`src/rtl/mem_bus_arbiter_if.sv`:
```
// Signal bundle between the core's instruction/data ports, the arbiter and the shared memory bus.
// The master modport is the arbiter's view; slave is the view of the core plus bus side.
interface mem_bus_arbiter_if;
  logic        ireq_valid;
  logic [63:0] ireq_addr;
  logic        iresp_addr_ok;
  logic        iresp_data_ok;
  logic [31:0] iresp_data;

  logic        dreq_valid;
  logic [63:0] dreq_addr;
  logic [2:0]  dreq_size;
  logic [7:0]  dreq_strobe;
  logic [63:0] dreq_data;
  logic        dresp_addr_ok;
  logic        dresp_data_ok;
  logic [63:0] dresp_data;

  logic        creq_valid;
  logic        creq_is_write;
  logic [2:0]  creq_size;
  logic [63:0] creq_addr;
  logic [7:0]  creq_strobe;
  logic [63:0] creq_data;
  logic        cresp_ready;
  logic        cresp_last;
  logic [63:0] cresp_data;

  modport master (
    input  ireq_valid, ireq_addr,
    output iresp_addr_ok, iresp_data_ok, iresp_data,
    input  dreq_valid, dreq_addr, dreq_size, dreq_strobe, dreq_data,
    output dresp_addr_ok, dresp_data_ok, dresp_data,
    output creq_valid, creq_is_write, creq_size, creq_addr, creq_strobe, creq_data,
    input  cresp_ready, cresp_last, cresp_data
  );

  modport slave (
    output ireq_valid, ireq_addr,
    input  iresp_addr_ok, iresp_data_ok, iresp_data,
    output dreq_valid, dreq_addr, dreq_size, dreq_strobe, dreq_data,
    input  dresp_addr_ok, dresp_data_ok, dresp_data,
    input  creq_valid, creq_is_write, creq_size, creq_addr, creq_strobe, creq_data,
    output cresp_ready, cresp_last, cresp_data
  );
endinterface

```
`src/rtl/mem_bus_arbiter.sv`:
```
// Merges instruction and data requests onto one shared single-beat memory bus,
// one outstanding transfer at a time, with a registered one-cycle completion pulse.
module mem_bus_arbiter #(
  parameter bit DATA_PRIORITY = 1'b1
) (
  input logic              clk,
  input logic              reset,
  mem_bus_arbiter_if.master bus
);

  typedef enum logic [2:0] {StIdle, StBusyI, StBusyD, StRespI, StRespD} state_e;

  state_e      state_q, state_d;
  logic        last_grant_q, last_grant_d;  // 1 = data port was granted last
  logic [63:0] addr_q;
  logic [2:0]  size_q;
  logic [7:0]  strobe_q;
  logic [63:0] wdata_q;
  logic [63:0] rdata_q;
  logic        word_sel_q;

  logic grant_d;
  logic grant_i;
  logic beat_done;
  logic busy;

  assign grant_d   = bus.dreq_valid && (!bus.ireq_valid || DATA_PRIORITY || !last_grant_q);
  assign grant_i   = bus.ireq_valid && !grant_d;
  assign beat_done = bus.cresp_ready && bus.cresp_last;
  assign busy      = (state_q == StBusyI) || (state_q == StBusyD);

  always_ff @(posedge clk or posedge reset) begin
    if (reset) begin
      state_q      <= StIdle;
      last_grant_q <= 1'b1;
    end else begin
      state_q      <= state_d;
      last_grant_q <= last_grant_d;
    end
  end

  always_comb begin
    state_d      = state_q;
    last_grant_d = last_grant_q;
    unique case (state_q)
      StIdle: begin
        if (grant_d) begin
          state_d      = StBusyD;
          last_grant_d = 1'b1;
        end else if (grant_i) begin
          state_d      = StBusyI;
          last_grant_d = 1'b0;
        end
      end
      StBusyI: if (beat_done) state_d = StRespI;
      StBusyD: if (beat_done) state_d = StRespD;
      // The client still shows the finished request here, so never grant in RESP.
      StRespI, StRespD: state_d = StIdle;
      default: state_d = StIdle;
    endcase
  end

  // Request latch is normalised at grant time so the bus side reads it directly.
  always_ff @(posedge clk or posedge reset) begin
    if (reset) begin
      addr_q     <= '0;
      size_q     <= '0;
      strobe_q   <= '0;
      wdata_q    <= '0;
      rdata_q    <= '0;
      word_sel_q <= 1'b0;
    end else begin
      if (state_q == StIdle && grant_d) begin
        addr_q   <= bus.dreq_addr;
        size_q   <= bus.dreq_size;
        strobe_q <= bus.dreq_strobe;
        wdata_q  <= bus.dreq_data;
      end else if (state_q == StIdle && grant_i) begin
        addr_q   <= bus.ireq_addr;
        size_q   <= 3'd2;
        strobe_q <= '0;
        wdata_q  <= '0;
      end
      if (busy && beat_done) begin
        rdata_q    <= bus.cresp_data;
        word_sel_q <= addr_q[2];
      end
    end
  end

  always_comb begin
    bus.creq_valid    = 1'b0;
    bus.creq_is_write = 1'b0;
    bus.creq_size     = '0;
    bus.creq_addr     = '0;
    bus.creq_strobe   = '0;
    bus.creq_data     = '0;
    bus.iresp_addr_ok = 1'b0;
    bus.iresp_data_ok = 1'b0;
    bus.dresp_addr_ok = 1'b0;
    bus.dresp_data_ok = 1'b0;
    bus.iresp_data    = word_sel_q ? rdata_q[63:32] : rdata_q[31:0];
    bus.dresp_data    = rdata_q;
    if (busy) begin
      bus.creq_valid    = 1'b1;
      bus.creq_is_write = (strobe_q != 8'h00);
      bus.creq_size     = size_q;
      bus.creq_addr     = addr_q;
      bus.creq_strobe   = strobe_q;
      bus.creq_data     = wdata_q;
    end
    if (state_q == StRespI) begin
      bus.iresp_addr_ok = 1'b1;
      bus.iresp_data_ok = 1'b1;
    end
    if (state_q == StRespD) begin
      bus.dresp_addr_ok = 1'b1;
      bus.dresp_data_ok = 1'b1;
    end
  end

endmodule

```
`src/flat_wrapper.sv`:
```
// flat-port wrapper written by rule: the top's interface ports become plain ports
module mem_bus_arbiter_flat 
#(
  parameter bit DATA_PRIORITY = 1'b1
)
  (clk, reset, bus_ireq_valid, bus_ireq_addr, bus_iresp_addr_ok, bus_iresp_data_ok, bus_iresp_data, bus_dreq_valid, bus_dreq_addr, bus_dreq_size, bus_dreq_strobe, bus_dreq_data, bus_dresp_addr_ok, bus_dresp_data_ok, bus_dresp_data, bus_creq_valid, bus_creq_is_write, bus_creq_size, bus_creq_addr, bus_creq_strobe, bus_creq_data, bus_cresp_ready, bus_cresp_last, bus_cresp_data);
  mem_bus_arbiter_if bus_i ();
  input logic clk;
  input logic reset;
  input wire logic [$bits(bus_i.ireq_valid)-1:0] bus_ireq_valid;
  input wire logic [$bits(bus_i.ireq_addr)-1:0] bus_ireq_addr;
  output wire logic [$bits(bus_i.iresp_addr_ok)-1:0] bus_iresp_addr_ok;
  output wire logic [$bits(bus_i.iresp_data_ok)-1:0] bus_iresp_data_ok;
  output wire logic [$bits(bus_i.iresp_data)-1:0] bus_iresp_data;
  input wire logic [$bits(bus_i.dreq_valid)-1:0] bus_dreq_valid;
  input wire logic [$bits(bus_i.dreq_addr)-1:0] bus_dreq_addr;
  input wire logic [$bits(bus_i.dreq_size)-1:0] bus_dreq_size;
  input wire logic [$bits(bus_i.dreq_strobe)-1:0] bus_dreq_strobe;
  input wire logic [$bits(bus_i.dreq_data)-1:0] bus_dreq_data;
  output wire logic [$bits(bus_i.dresp_addr_ok)-1:0] bus_dresp_addr_ok;
  output wire logic [$bits(bus_i.dresp_data_ok)-1:0] bus_dresp_data_ok;
  output wire logic [$bits(bus_i.dresp_data)-1:0] bus_dresp_data;
  output wire logic [$bits(bus_i.creq_valid)-1:0] bus_creq_valid;
  output wire logic [$bits(bus_i.creq_is_write)-1:0] bus_creq_is_write;
  output wire logic [$bits(bus_i.creq_size)-1:0] bus_creq_size;
  output wire logic [$bits(bus_i.creq_addr)-1:0] bus_creq_addr;
  output wire logic [$bits(bus_i.creq_strobe)-1:0] bus_creq_strobe;
  output wire logic [$bits(bus_i.creq_data)-1:0] bus_creq_data;
  input wire logic [$bits(bus_i.cresp_ready)-1:0] bus_cresp_ready;
  input wire logic [$bits(bus_i.cresp_last)-1:0] bus_cresp_last;
  input wire logic [$bits(bus_i.cresp_data)-1:0] bus_cresp_data;
  assign bus_i.ireq_valid = bus_ireq_valid;
  assign bus_i.ireq_addr = bus_ireq_addr;
  assign bus_iresp_addr_ok = bus_i.iresp_addr_ok;
  assign bus_iresp_data_ok = bus_i.iresp_data_ok;
  assign bus_iresp_data = bus_i.iresp_data;
  assign bus_i.dreq_valid = bus_dreq_valid;
  assign bus_i.dreq_addr = bus_dreq_addr;
  assign bus_i.dreq_size = bus_dreq_size;
  assign bus_i.dreq_strobe = bus_dreq_strobe;
  assign bus_i.dreq_data = bus_dreq_data;
  assign bus_dresp_addr_ok = bus_i.dresp_addr_ok;
  assign bus_dresp_data_ok = bus_i.dresp_data_ok;
  assign bus_dresp_data = bus_i.dresp_data;
  assign bus_creq_valid = bus_i.creq_valid;
  assign bus_creq_is_write = bus_i.creq_is_write;
  assign bus_creq_size = bus_i.creq_size;
  assign bus_creq_addr = bus_i.creq_addr;
  assign bus_creq_strobe = bus_i.creq_strobe;
  assign bus_creq_data = bus_i.creq_data;
  assign bus_i.cresp_ready = bus_cresp_ready;
  assign bus_i.cresp_last = bus_cresp_last;
  assign bus_i.cresp_data = bus_cresp_data;
  mem_bus_arbiter #(.DATA_PRIORITY(DATA_PRIORITY)) u_core (.clk(clk), .reset(reset), .bus(bus_i));
endmodule
```
`config.mk`:
```
export PLATFORM = sky130hd
export DESIGN_NAME = mem_bus_arbiter_flat
export DESIGN_NICKNAME = d
export VERILOG_FILES = /design/src/rtl/mem_bus_arbiter_if.sv /design/src/rtl/mem_bus_arbiter.sv /design/src/flat_wrapper.sv
export SDC_FILE = /design/constraint.sdc
export NUM_CORES = 1
export LEC_CHECK = 0
export BUFFER_PORTS_ARGS = -buffer_cell sky130_fd_sc_hd__buf_4
export CAP_MARGIN = 20
export CORE_AREA = 2 2 197 199
export DETAILED_ROUTE_END_ITERATION = 12
export DIE_AREA = 0 0 199 201
export PLACE_DENSITY = 0.61
export SETUP_SLACK_MARGIN = 0.02
export SYNTH_ARGS = -nofsm -noshare
export SYNTH_HDL_FRONTEND = slang
export SYNTH_SLANG_ARGS = --single-unit
```
`constraint.sdc`:
```
create_clock -name clk -period 8.4 [get_ports clk]
set_input_delay 2.1 -clock clk [delete_from_list [all_inputs] [get_ports clk]]
set_output_delay 2.1 -clock clk [all_outputs]
set_load 0.1 [all_outputs]
```
==> impl_results.md <==
* Setup_tns at 0 ns
* First DRT Iteration DRCs at 259
* FMAX at 211 MHz
* Post-Synthesis Mean Instance Area at 11.9 sq um
* Wire length per cell at 18.1 microns
* Unique masters post-synth at 39
* DRT antenna net count at 0
* GPL Wtd Cong at 0.786
* Startpoint types: flop
* # Post-CTS Setup Buffers at 0
* Initial antenna violation count at 6
* DRC errors left at 0
* Post-CTS sizing at 0
* Ys flop type: dfrtp_1
* Grt ovf at 0
* Proportion of layout cells with a drive suffix above 1 at 47.5%
* Final worst-path cycle share at 56.3%
* Setup crit end kind: output pin
* Synth warn at 0
* Fin util at 39.1%
* First-pass GRT wire length at 50300 microns
* Crit Path Max Fanout at 67
* Clock Sinks at 207
* WP data arrival at 2.63 ns
* Worst min path class: flop to flop
* GRT Total Usage at 15.9%
* Worst r2r path cells at 4
* Via density at 4.52
* Net Count, Synth at 1093
* Hold buffer count at cts at 0
* Area added between synthesis and finish at 52.3%
* Top Ports at 514
* Initial core utilization at 25.7%
* Die width at 199 microns
* Worst rel slew slack at 34.8%
* Largest net degree at the start of global routing at 133
* CTS Buf Count at 26
* Final Max Tran Viols at 0
* Max-Cap Viols at 0
* Minimum clock period at 4.73 ns
* Actual slew at the worst max-slew pin at 0.977 ns
* Crit Path Category: flop to output pin
* Final Hold Viols at 0
* Post-Route WL at 33300 microns
* Ys async rst share at 100%
* Clk_skew at 0.0175 ns
* Core Rows at 72
* Outcome: finished, final reports clean
* Clock root buffer: clkbuf_16
* Pre-Repair DR Iteration Count at 4
* Core area at 0.0381 sq mm
* Netlist Area Pre-Place at 0.00978 sq mm
* RSZ-0062 raised after global routing: no
* CTS tree: yes
* Post-Syn Instances at 820
* Fill count at 3791
* Register area share after synthesis at 53.0%
* Reg clk slew, reported paths at 0.06 ns
* Worst path required time at 6.30 ns
* Vias at 8303
* Die Ht at 201 microns
* # port buffers at 513
* Clock network latency to the later pin of the worst-skew pair at 0.54 ns
* DP Wirelength at 23400 microns
* CTS max path bufs at 3
* Endpoints failing setup at 0
* #FFs+latches synth at 207
* CTS H-tree lvls at 1
* Hold depth at 1
* Via count of the first global-routing pass at 8471
* Layout Nets at 1567
* EDFF count, synth at 0
* Die area at 0.0400 sq mm
-- critical path: stages, from the launching register on --
cell and delay (ns):
dfrtp_1 0.67, xnor2_4 0.19, nor2_4 0.11, buf_4 0.47, and2_1 0.29, buf_4 0.32
-- synth_stat cells, types with 4 or more instances --
cell type	n	area, sq um
a22o_1	74	648
a22oi_1	5	37.5
a31oi_1	59	369
and2_1	197	1230
buf_2	20	100
buf_4	4	30.0
buf_8	5	75.1
clkbuf_1	47	176
dfrtp_1	207	5180
mux2_1	50	563
mux2_2	47	529
nand2_1	7	26.3
nor3_1	4	20.0
o2bb2ai_1	59	517
-- per-layer routing --
| metal | GRT usage [%] | vias up | routed length (microns) |
|---|---|---|---|
| met2 | 27.1 | 331 | 16000 |
| met3 | 3.80 | 54 | 2460 |
| met4 | 4.90 | 0 | 798 |
| met5 | 0 | - | 0 |
| met1 | 19.9 | 3990 | 14000 |
| li1 | - | 3928 | - |
-- cells in the final DEF (no fill, tap or decap), drive strengths merged --
cell type / instances
nor2b: 1
dfrtp: 207
mux2: 97
inv: 5
nor2: 4
or3: 1
clkinvlp: 1
a32oi: 1
clkbuf: 36
nand3: 3
and3: 1
nand2: 7
diode: 6
a41oi: 1
nor4b: 2
and2: 197
a2111oi: 1
nor4: 2
a21oi: 1
nor3b: 2
nand4: 3
xnor2: 1
o21ai: 1
a22oi: 5
o2bb2ai: 59
a211oi: 1
clkinv: 7
a31oi: 59
nor3: 6
bufinv: 1
buf: 526
a22o: 74
-- final timing paths --
check | start | endpoint | slack [ns]
max | u_core.state_q[0] | bus_creq_addr[10] | 3.67
min | u_core.addr_q[25] | u_core.addr_q[25] | 0.48
max reg2reg | u_core.state_q[0] | u_core.bus.dresp_data[34] | 6.09
min reg2reg | u_core.addr_q[25] | u_core.addr_q[25] | 0.48
max in group asynchronous | reset | u_core.bus.dresp_data[25] | 5.34
min in group asynchronous | reset | u_core.wdata_q[21] | 1.73
-- state kept, by name, indices dropped and copies added (netlist names) --
| register | count |
|---|---|
| u_core.strobe_q | 8 |
| u_core.bus.dresp_data | 64 |
| u_core.size_q | 3 |
| u_core.word_sel_q | 1 |
| u_core.state_q | 3 |
| u_core.wdata_q | 64 |
| u_core.addr_q | 64 |
-- logic make-up (layout without fill, tap and decap cells) --
| logic type | after synthesis | in the layout | synth area share, % |
|---|---|---|---|
| simple gates | 229 | 229 | 14.7 |
| flops | 207 | 207 | 53.0 |
| compound gates | 203 | 203 | 16.6 |
| mux | 97 | 97 | 11.2 |
| buf+inv | 83 | 576 | 4.34 |
| xor+xnor | 1 | 1 | 0.282 |
| other cells | 0 | 6 | 0 |
-- cell type report --
type                            instances  area (sq um)  share of cell area (%)
Clock inverter                         11           108                   0.723
Timing Repair Buffer                  526          3990                    26.8
Inverter                                3          18.8                   0.126
Clock buffer                           36           738                    4.96
Tap cell                              518           648                    4.35
Antenna cell                            6          15.0                   0.101
Multi-Input combinational cell        530          4190                    28.2
Sequential cell                       207          5180                    34.8
-- stage by stage --
step	instance area, sq um	setup slack (ns)	hold WS [ns]	cells
floorplan	9780	0.648	0.448	820
detailed placement	14000	3.99	0.468	1782
global placement	14000	4.03	0.462	1782
finish	14900	3.67	0.476	1837
global route	14900	3.48	0.490	1837
CTS	14800	3.58	0.481	1829
Power is not shown: default switching activity piles up to over one toggle a cycle in this logic, so the estimate is an artifact.
